===== src/rtl/trig_phase_align.sv =====
// trig_phase_align: confirms per-channel phase flags from the sync/histogram
// stage across consecutive sync windows, commits a 2-bit phase per channel, and
// delays each coax trigger so that all channels land in the same clk_adc bin.
module trig_phase_align #(
  parameter int unsigned NCH     = 16,
  parameter int unsigned CONFIRM = 2,
  parameter int unsigned MAXDLY  = 3
) (
  input  logic                 clk_adc,
  input  logic                 rst,
  input  logic                 spareright,
  input  logic [8*NCH-1:0]     delaycounter,
  input  logic [NCH-1:0]       coax_in,
  output logic [NCH-1:0]       trig_out,
  output logic [2*NCH-1:0]     phase_sel,
  output logic [NCH-1:0]       neg_edge,
  output logic [NCH-1:0]       phase_valid,
  output logic                 cal_done,
  output logic [NCH-1:0]       cal_err
);

  localparam int unsigned CW = 3;
  localparam int unsigned MW = $clog2(MAXDLY + 2);
  localparam int unsigned TW = (MAXDLY > 1) ? $clog2(MAXDLY + 1) : 1;
  localparam logic [CW-1:0] CONFIRM_V = CW'(CONFIRM);
  localparam logic [MW-1:0] MASK_LEN  = MW'(MAXDLY + 1);

  typedef enum logic [1:0] {IDLE, WINDOW, EVAL} state_t;

  state_t                      state;
  logic [8*NCH-1:0]            samp;
  logic [NCH-1:0][1:0]         cand;
  logic [NCH-1:0]              cneg;
  logic [NCH-1:0][CW-1:0]      cnt;
  logic [MW-1:0]               mask_cnt;
  logic [NCH-1:0][MAXDLY-1:0]  dly;

  logic [NCH-1:0]              one_c;
  logic [NCH-1:0][2:0]         idx_c;
  logic [NCH-1:0]              match_c;
  logic [NCH-1:0][CW-1:0]      cnt_new_c;
  logic [NCH-1:0][MAXDLY:0]    taps_c;
  logic [NCH-1:0][TW-1:0]      tidx_c;
  logic [NCH-1:0]              tap_c;
  logic                        mask_next_c;

  // Decode the sampled flag byte of each channel and compute its next confirm count.
  always_comb begin
    one_c     = '0;
    idx_c     = '0;
    match_c   = '0;
    cnt_new_c = '0;
    for (int j = 0; j < NCH; j++) begin
      one_c[j] = ($countones(samp[8*j +: 8]) == 1);
      for (int k = 0; k < 8; k++) begin
        if (samp[8*j + k]) idx_c[j] = 3'(k);
      end
      match_c[j] = (idx_c[j][1:0] == cand[j]) && (idx_c[j][2] == cneg[j]);
      if (!match_c[j])                cnt_new_c[j] = CW'(1);
      else if (cnt[j] >= CONFIRM_V)   cnt_new_c[j] = CONFIRM_V;
      else                            cnt_new_c[j] = cnt[j] + CW'(1);
    end
  end

  // Select the delay tap per channel: tap 0 is the live input, tap t is t cycles old.
  always_comb begin
    taps_c = '0;
    tidx_c = '0;
    tap_c  = '0;
    for (int j = 0; j < NCH; j++) begin
      taps_c[j] = {dly[j], coax_in[j]};
      tidx_c[j] = TW'(MAXDLY) - TW'(phase_sel[2*j +: 2]);
      tap_c[j]  = taps_c[j][tidx_c[j]];
    end
  end

  // Output is masked whenever the next cycle is inside a window, EVAL, or the flush tail.
  always_comb begin
    mask_next_c = spareright || (state != IDLE) || (mask_cnt > MW'(1));
  end

  // Window FSM, flag capture, per-channel confirm/commit and flush counter.
  always_ff @(posedge clk_adc) begin
    if (rst) begin
      state       <= IDLE;
      samp        <= '0;
      cand        <= '0;
      cneg        <= '0;
      cnt         <= '0;
      mask_cnt    <= '0;
      phase_sel   <= '0;
      neg_edge    <= '0;
      phase_valid <= '0;
      cal_done    <= 1'b0;
      cal_err     <= '0;
    end else begin
      cal_done <= 1'b0;
      if (state == EVAL)        mask_cnt <= MASK_LEN;
      else if (mask_cnt != '0)  mask_cnt <= mask_cnt - MW'(1);
      case (state)
        IDLE: begin
          if (spareright) state <= WINDOW;
        end
        WINDOW: begin
          if (!spareright) begin
            state    <= EVAL;
            samp     <= delaycounter;
            cal_done <= 1'b1;
          end
        end
        EVAL: begin
          state <= spareright ? WINDOW : IDLE;
          for (int j = 0; j < NCH; j++) begin
            if (one_c[j]) begin
              cal_err[j] <= 1'b0;
              cand[j]    <= idx_c[j][1:0];
              cneg[j]    <= idx_c[j][2];
              cnt[j]     <= cnt_new_c[j];
              if (cnt_new_c[j] == CONFIRM_V) begin
                phase_sel[2*j +: 2] <= idx_c[j][1:0];
                neg_edge[j]         <= idx_c[j][2];
                phase_valid[j]      <= 1'b1;
              end
            end else begin
              cal_err[j] <= 1'b1;
              cnt[j]     <= '0;
            end
          end
        end
        default: state <= IDLE;
      endcase
    end
  end

  // Per-channel trigger shift registers and masked, registered output tap.
  always_ff @(posedge clk_adc) begin
    if (rst) begin
      dly      <= '0;
      trig_out <= '0;
    end else begin
      for (int j = 0; j < NCH; j++) begin
        dly[j] <= taps_c[j][MAXDLY-1:0];
      end
      trig_out <= mask_next_c ? '0 : tap_c;
    end
  end

endmodule

===== config.mk =====
export PLATFORM = sky130hd
export DESIGN_NAME = trig_phase_align
export DESIGN_NICKNAME = d
export VERILOG_FILES = /design/src/rtl/trig_phase_align.sv
export SDC_FILE = /design/constraint.sdc
export NUM_CORES = 1
export LEC_CHECK = 0
export ABC_CLOCK_PERIOD_IN_PS = 5910
export BUFFER_PORTS_ARGS = -buffer_cell sky130_fd_sc_hd__buf_2
export CAP_MARGIN = 10
export CORE_UTILIZATION = 50
export DETAILED_ROUTE_END_ITERATION = 10
export MAX_ROUTING_LAYER = met4
export PLACE_DENSITY = 0.8
export SLEW_MARGIN = 15
export SYNTH_ARGS = -nofsm -noshare
export SYNTH_HDL_FRONTEND = slang
export SYNTH_SLANG_ARGS = --single-unit

===== constraint.sdc =====
create_clock -name clk_adc -period 5.91 [get_ports clk_adc]
set_input_delay 0.2955 -clock clk_adc [delete_from_list [all_inputs] [get_ports clk_adc]]
set_output_delay 0.2955 -clock clk_adc [all_outputs]
set_load 0.01 [all_outputs]

==> Yosys cells after proc, flatten, opt, wreduce, memory -nomap -nowiden <==
Cells that the tools add are included.
{ "word_totals": {"reg_bits": 374, "output_inout_bits": 97, "wordCells": 641} }
{ "classes": {"addsub": 145, "order_cmp": 33, "n_eq_ne": 68, "muxes": 215, "n_bitwise": 2, "reduce_logical": 59} }
{ "ops": {"columns": ["cell", "count"], "rows": [
  ["2-to-1 mux 3 bit", 146],
  ["adder 1 x 1 -> 2 bit", 64],
  ["adder 2 x 2 -> 3 bit", 32],
  ["adder 3 x 3 -> 4 bit", 16],
  ["== test 4 x 1 -> 1 bit (second input constant)", 16],
  ["2-to-1 mux 1 bit", 50],
  ["adder 3 x 1 -> 3 bit (second input constant)", 16],
  ["== test 3 x 2 -> 1 bit (second input constant)", 16],
  [">= comparator 3 x 2 -> 1 bit (second input constant)", 16],
  ["< comparator 2 x 3 -> 1 bit (second input constant)", 16],
  ["AND reduction 3 bit", 16],
  ["AND reduction 2 bit", 18],
  ["binary-select mux 1 bit (select 2 bit)", 16],
  ["== test 2 bit", 16],
  ["subtractor 2 bit (first input constant)", 16],
  ["== test 1 bit", 16],
  ["logical AND 1 bit", 16],
  ["case mux 2 bit (3 select lines)", 1],
  ["OR reduction 2 bit", 3],
  ["2-to-1 mux 2 bit", 2],
  ["inequality test 2 bit (second input constant)", 2],
  ["nonzero test 2 bit", 2],
  ["greater-than comparator 3 x 1 -> 1 bit (second input constant)", 1],
  ["nonzero test 3 bit", 1],
  ["other kinds (6)", 8]
]} }

==> Longest topological paths before layout <==
{ "depth": {"word_depth": 12, "mapped_depth": 14, "ltp_nobuf": 14} }

==> Worst setup path before layout <==
OpenSTA, ideal clock, no wires.
{ "synth_timing": {"path_type": "reg-to-reg", "startpoint": "register samp[43]", "endpoint": "register phase_sel[11]", "arrival_time_ns": 3.708, "setup_slack_ns": 2.115, "path_stages_with_launch": 15, "period_less_slack_ns": 3.795, "path_cell_list": "dfxtp_1 -> inv_1 -> fa_1 -> fa_1 -> fa_1 -> inv_1 -> ha_1 -> inv_1 -> fa_1 -> nor2_1 -> a31oi_1 -> nor3_2 -> nand2_1 -> or3_4 -> a221oi_2"} }
{ "synth_via": {"elab_chain_len": 10} }
{ "synth_rtl": {"columns": ["item", "line_no", "source"], "rows": [
  ["start: declaration", "31", "logic [8*NCH-1:0] samp;"],
  ["start signal: assignment", "107", "samp <= delaycounter;"],
  ["parallel branches: the longest is 10 deep, another holds adder 3 x 3 -> 4 bit", null, null],
  ["end signal: indexed assignment", "120", "phase_sel[2*j +: 2] <= idx_c[j][1:0];"],
  ["end: declaration", "15", "output logic [2*NCH-1:0] phase_sel,"]
]} }
Parallel ways; which one is timed is not known.
A chain may end at the register's enable or synchronous reset.

==> Worst setup path in the final report <==
{ "layout_timing": {"startpoint": "register samp[75]", "endpoint": "register phase_sel[18]"} }
The elaborated chain is that of the path after synthesis.

==> metrics.txt <==
nets in the synthesized netlist=~2500; utilization after layout=between 60% and 70%; count of H-tree levels built during CTS=2; headroom to the max-slew limit=about a quarter; critical path peak fanout=13; commonest cells after routing, fill and taps aside=dfxtp_1 (374), nand2_1 (338), inv_1 (273); synth warn=0; drt first pass iters=5; Final ANT Viol Nets=0; final WL=between 50000 and 60000 um; Final Hold Slack=19.7 ps; weighted congestion at the end of routability-driven global placement=between 0.8 and 0.9; CTS resizes=0; Power Dens Cells=263 mW/mm^2; synthesis-stage register bit count=between 300 and 400; number of primary I/O pins=about 240; setup violators final=0; CP Data Required Time=between 6000 and 7000 ps; instance area after placement=0.0206 sq mm; critical path data arrival time=~4700 ps; site row count=just over 70; type of origin of the critical path=register; start point of the critical path=samp[75]; clock insertion delay at the later pin of the skew report=560 ps; number of buffers inserted for hold repair after clock tree synthesis=141; worst reg2reg path endpoint=phase_sel[18]; hold-critical path depth=3; RSZ-0062 raised after global routing=no; Worst Clk Skew=11.7 ps; number of setup buffers added after CTS=0; drc violations=0; number of nets in the layout=between 2000 and 3000; status=complete, no violations; critical path capture point type=register; CTS max path bufs=3; Fin. Hold Viols=0; wire length of the first global-routing pass=82500 um; Period Utilization, post-route=approximately 72%; layout cells sized above 1=approximately 14%; routed via count divided by cell count=roughly 5.5; library cells used by synthesis=68; antenna violations before repair=3; most common library cell in the layout ignoring fill and taps=dfxtp_1; average wire per cell in the routed design=approximately 16 um; clock sinks=approximately 370; setup slack of the most critical reg-to-reg path=between 1500 and 2000 ps; proportion of synthesized flip-flops having asynchronous set or reset=0%; drt first-iter violations=roughly 950; max-capacitance violation count=0; DR vias=about 17000; fraction of the yosys area taken by sequential cells=between 30% and 40%; primary flip-flop cell chosen by synthesis mapping=dfxtp_1; post-route cell area=roughly 0.024 sq mm; critical path start-end classification=register to register; DP HPWL=between 30000 and 40000 um; leakage dissipation=approximately 0.01 uW; slew at the pin closest to its max-slew limit=~1100 ps; # port buffers=between 200 and 250; Critical path destination=phase_sel[18]; overall die area=around 0.039 sq mm; grt total ovfl=0; clock root buffer=clkbuf_16; Post-synth EDFFs=0; area of the core region=0.0375 sq mm; VDD IR-drop max=approximately 0.18 mV; height of the chip=197 um; number of cells produced by synthesis=2254; final critical delay including setup and external delays=4270 ps; maximum clock frequency=234 MHz; fin. max-slew vios=0; Hold/Removal Path Class=input port to register; overall global routing resource usage=about a quarter; setup slack after layout=1640 ps; startpoint of the most critical register-to-register path=samp[75]; via count of the first global-routing pass=approximately 17000; pre-CTS setup slack=1660 ps; clock tree from TritonCTS=built; Post-Syn Area=about 0.019 sq mm; post-synthesis to final-layout area growth=24.3%; clock-pin slew of the registers on the worst-case setup and hold paths=~60 ps; synthesized area per cell=about 8.4 sq um; effective utilization at floorplan=50.6%; horizontal die dimension=between 150 and 200 um; Total Negative Setup Slacks=0 ps; pin count of the biggest net entering global routing=125; total CTS buffers=42; depth of the worst register-to-register path=13
[how the worst min path moves through the flow]
stage | start | endpoint
after detailed placement | phase_valid[10] | phase_valid[10]
after floorplan | coax_in[0] | dly[0]
after global routing | delaycounter[95] | samp[95]
final | delaycounter[95] | samp[95]
after CTS | delaycounter[31] | samp[31]
after global placement | dly[28] | dly[29]
[synthesized netlist by cell type (13+ instances only)]
cell type | number | area, sq um
dfxtp_1 | 374 | 7490
nand2_1 | 339 | 1270
inv_1 | 273 | 1020
nor2_1 | 206 | 773
a21oi_1 | 196 | 981
ha_1 | 78 | 976
clkbuf_1 | 77 | 289
nor2b_1 | 75 | 469
fa_1 | 64 | 1280
o21ai_0 | 61 | 305
nor3_1 | 49 | 245
nand3_1 | 34 | 170
a211oi_1 | 33 | 248
a221oi_1 | 27 | 236
mux2i_1 | 24 | 240
and3_1 | 21 | 131
nand2b_1 | 21 | 131
o31ai_1 | 17 | 128
mux4_2 | 16 | 360
a311oi_1 | 15 | 131
nand3b_1 | 15 | 113
o211ai_1 | 14 | 105
a221o_1 | 13 | 130
a31oi_1 | 13 | 81.3
a32o_1 | 13 | 130
or3_1 | 13 | 81.3
[through the flow]
| stage | instances | total power [uW] |
|---|---|---|
| 2_1_floorplan | 2254 | 3120 |
| 3_3_place_gp | 2933 | 3280 |
| 3_5_place_dp | 2933 | 3320 |
| 4_1_cts | 3150 | 6260 |
| 5_1_grt | 3153 | 6460 |
| 6_report | 3153 | 6220 |
[cells by family (layout without fill, tap and decap cells)]
logic type | Yosys count | after routing | share of synthesized area (%)
fa+ha+maj | 142 | 142 | 11.9
simple gates | 848 | 848 | 21.0
mux | 44 | 44 | 3.40
compound gates | 477 | 477 | 16.7
xor+xnor | 12 | 12 | 0.554
other cells | 0 | 3 | 0
buf+inv | 357 | 742 | 7.08
flops | 374 | 374 | 39.4
[per-layer routing]
metal	wire (um)	vias up	GRT usage, %
li1	-	8394	-
met1	20900	8149	30.5
met2	24600	584	45.7
met3	2960	133	4.74
met4	1630	0	10.7
met5	0	-	-
[state kept, by name (all words and copies together), names as in the netlist]
register and count:
samp 128, cnt 48, dly 48, cand 32, phase_sel 32, cal_err 16, cneg 16, neg_edge 16
phase_valid 16, trig_out 16, mask_cnt 3, state 2, cal_done 1
[power breakdown]
group	internal, uW	leakage [uW]	total [uW]	switching, uW
clock	1800	0.000758	2870	1070
sequential	2590	0.00303	2650	60.7
combinational	304	0.00599	701	397
total	4690	0.00978	6220	1520
[critical path, stage by stage (launching register included)]
cell,delay (ps)
dfxtp_1,390
inv_1,70
fa_1,460
fa_1,520
fa_1,410
inv_1,70
ha_1,160
inv_1,50
fa_1,370
a2111oi_0,360
a21oi_1,80
nor2_1,620
nand3_2,220
a221oi_1,370
[final cells by class]
| cell class | count | area (sq um) |
|---|---|---|
| fillers | 3052 | 13900 |
| multi-input cells | 1523 | 10200 |
| flip-flops and latches | 374 | 7490 |
| repair buffers | 393 | 2710 |
| clock buffers | 63 | 1310 |
| inverters | 273 | 1020 |
| well taps | 511 | 639 |
| clock inverters | 13 | 233 |
| diodes | 3 | 7.51 |
No activity file was read; power rests on OpenSTA's default activity.
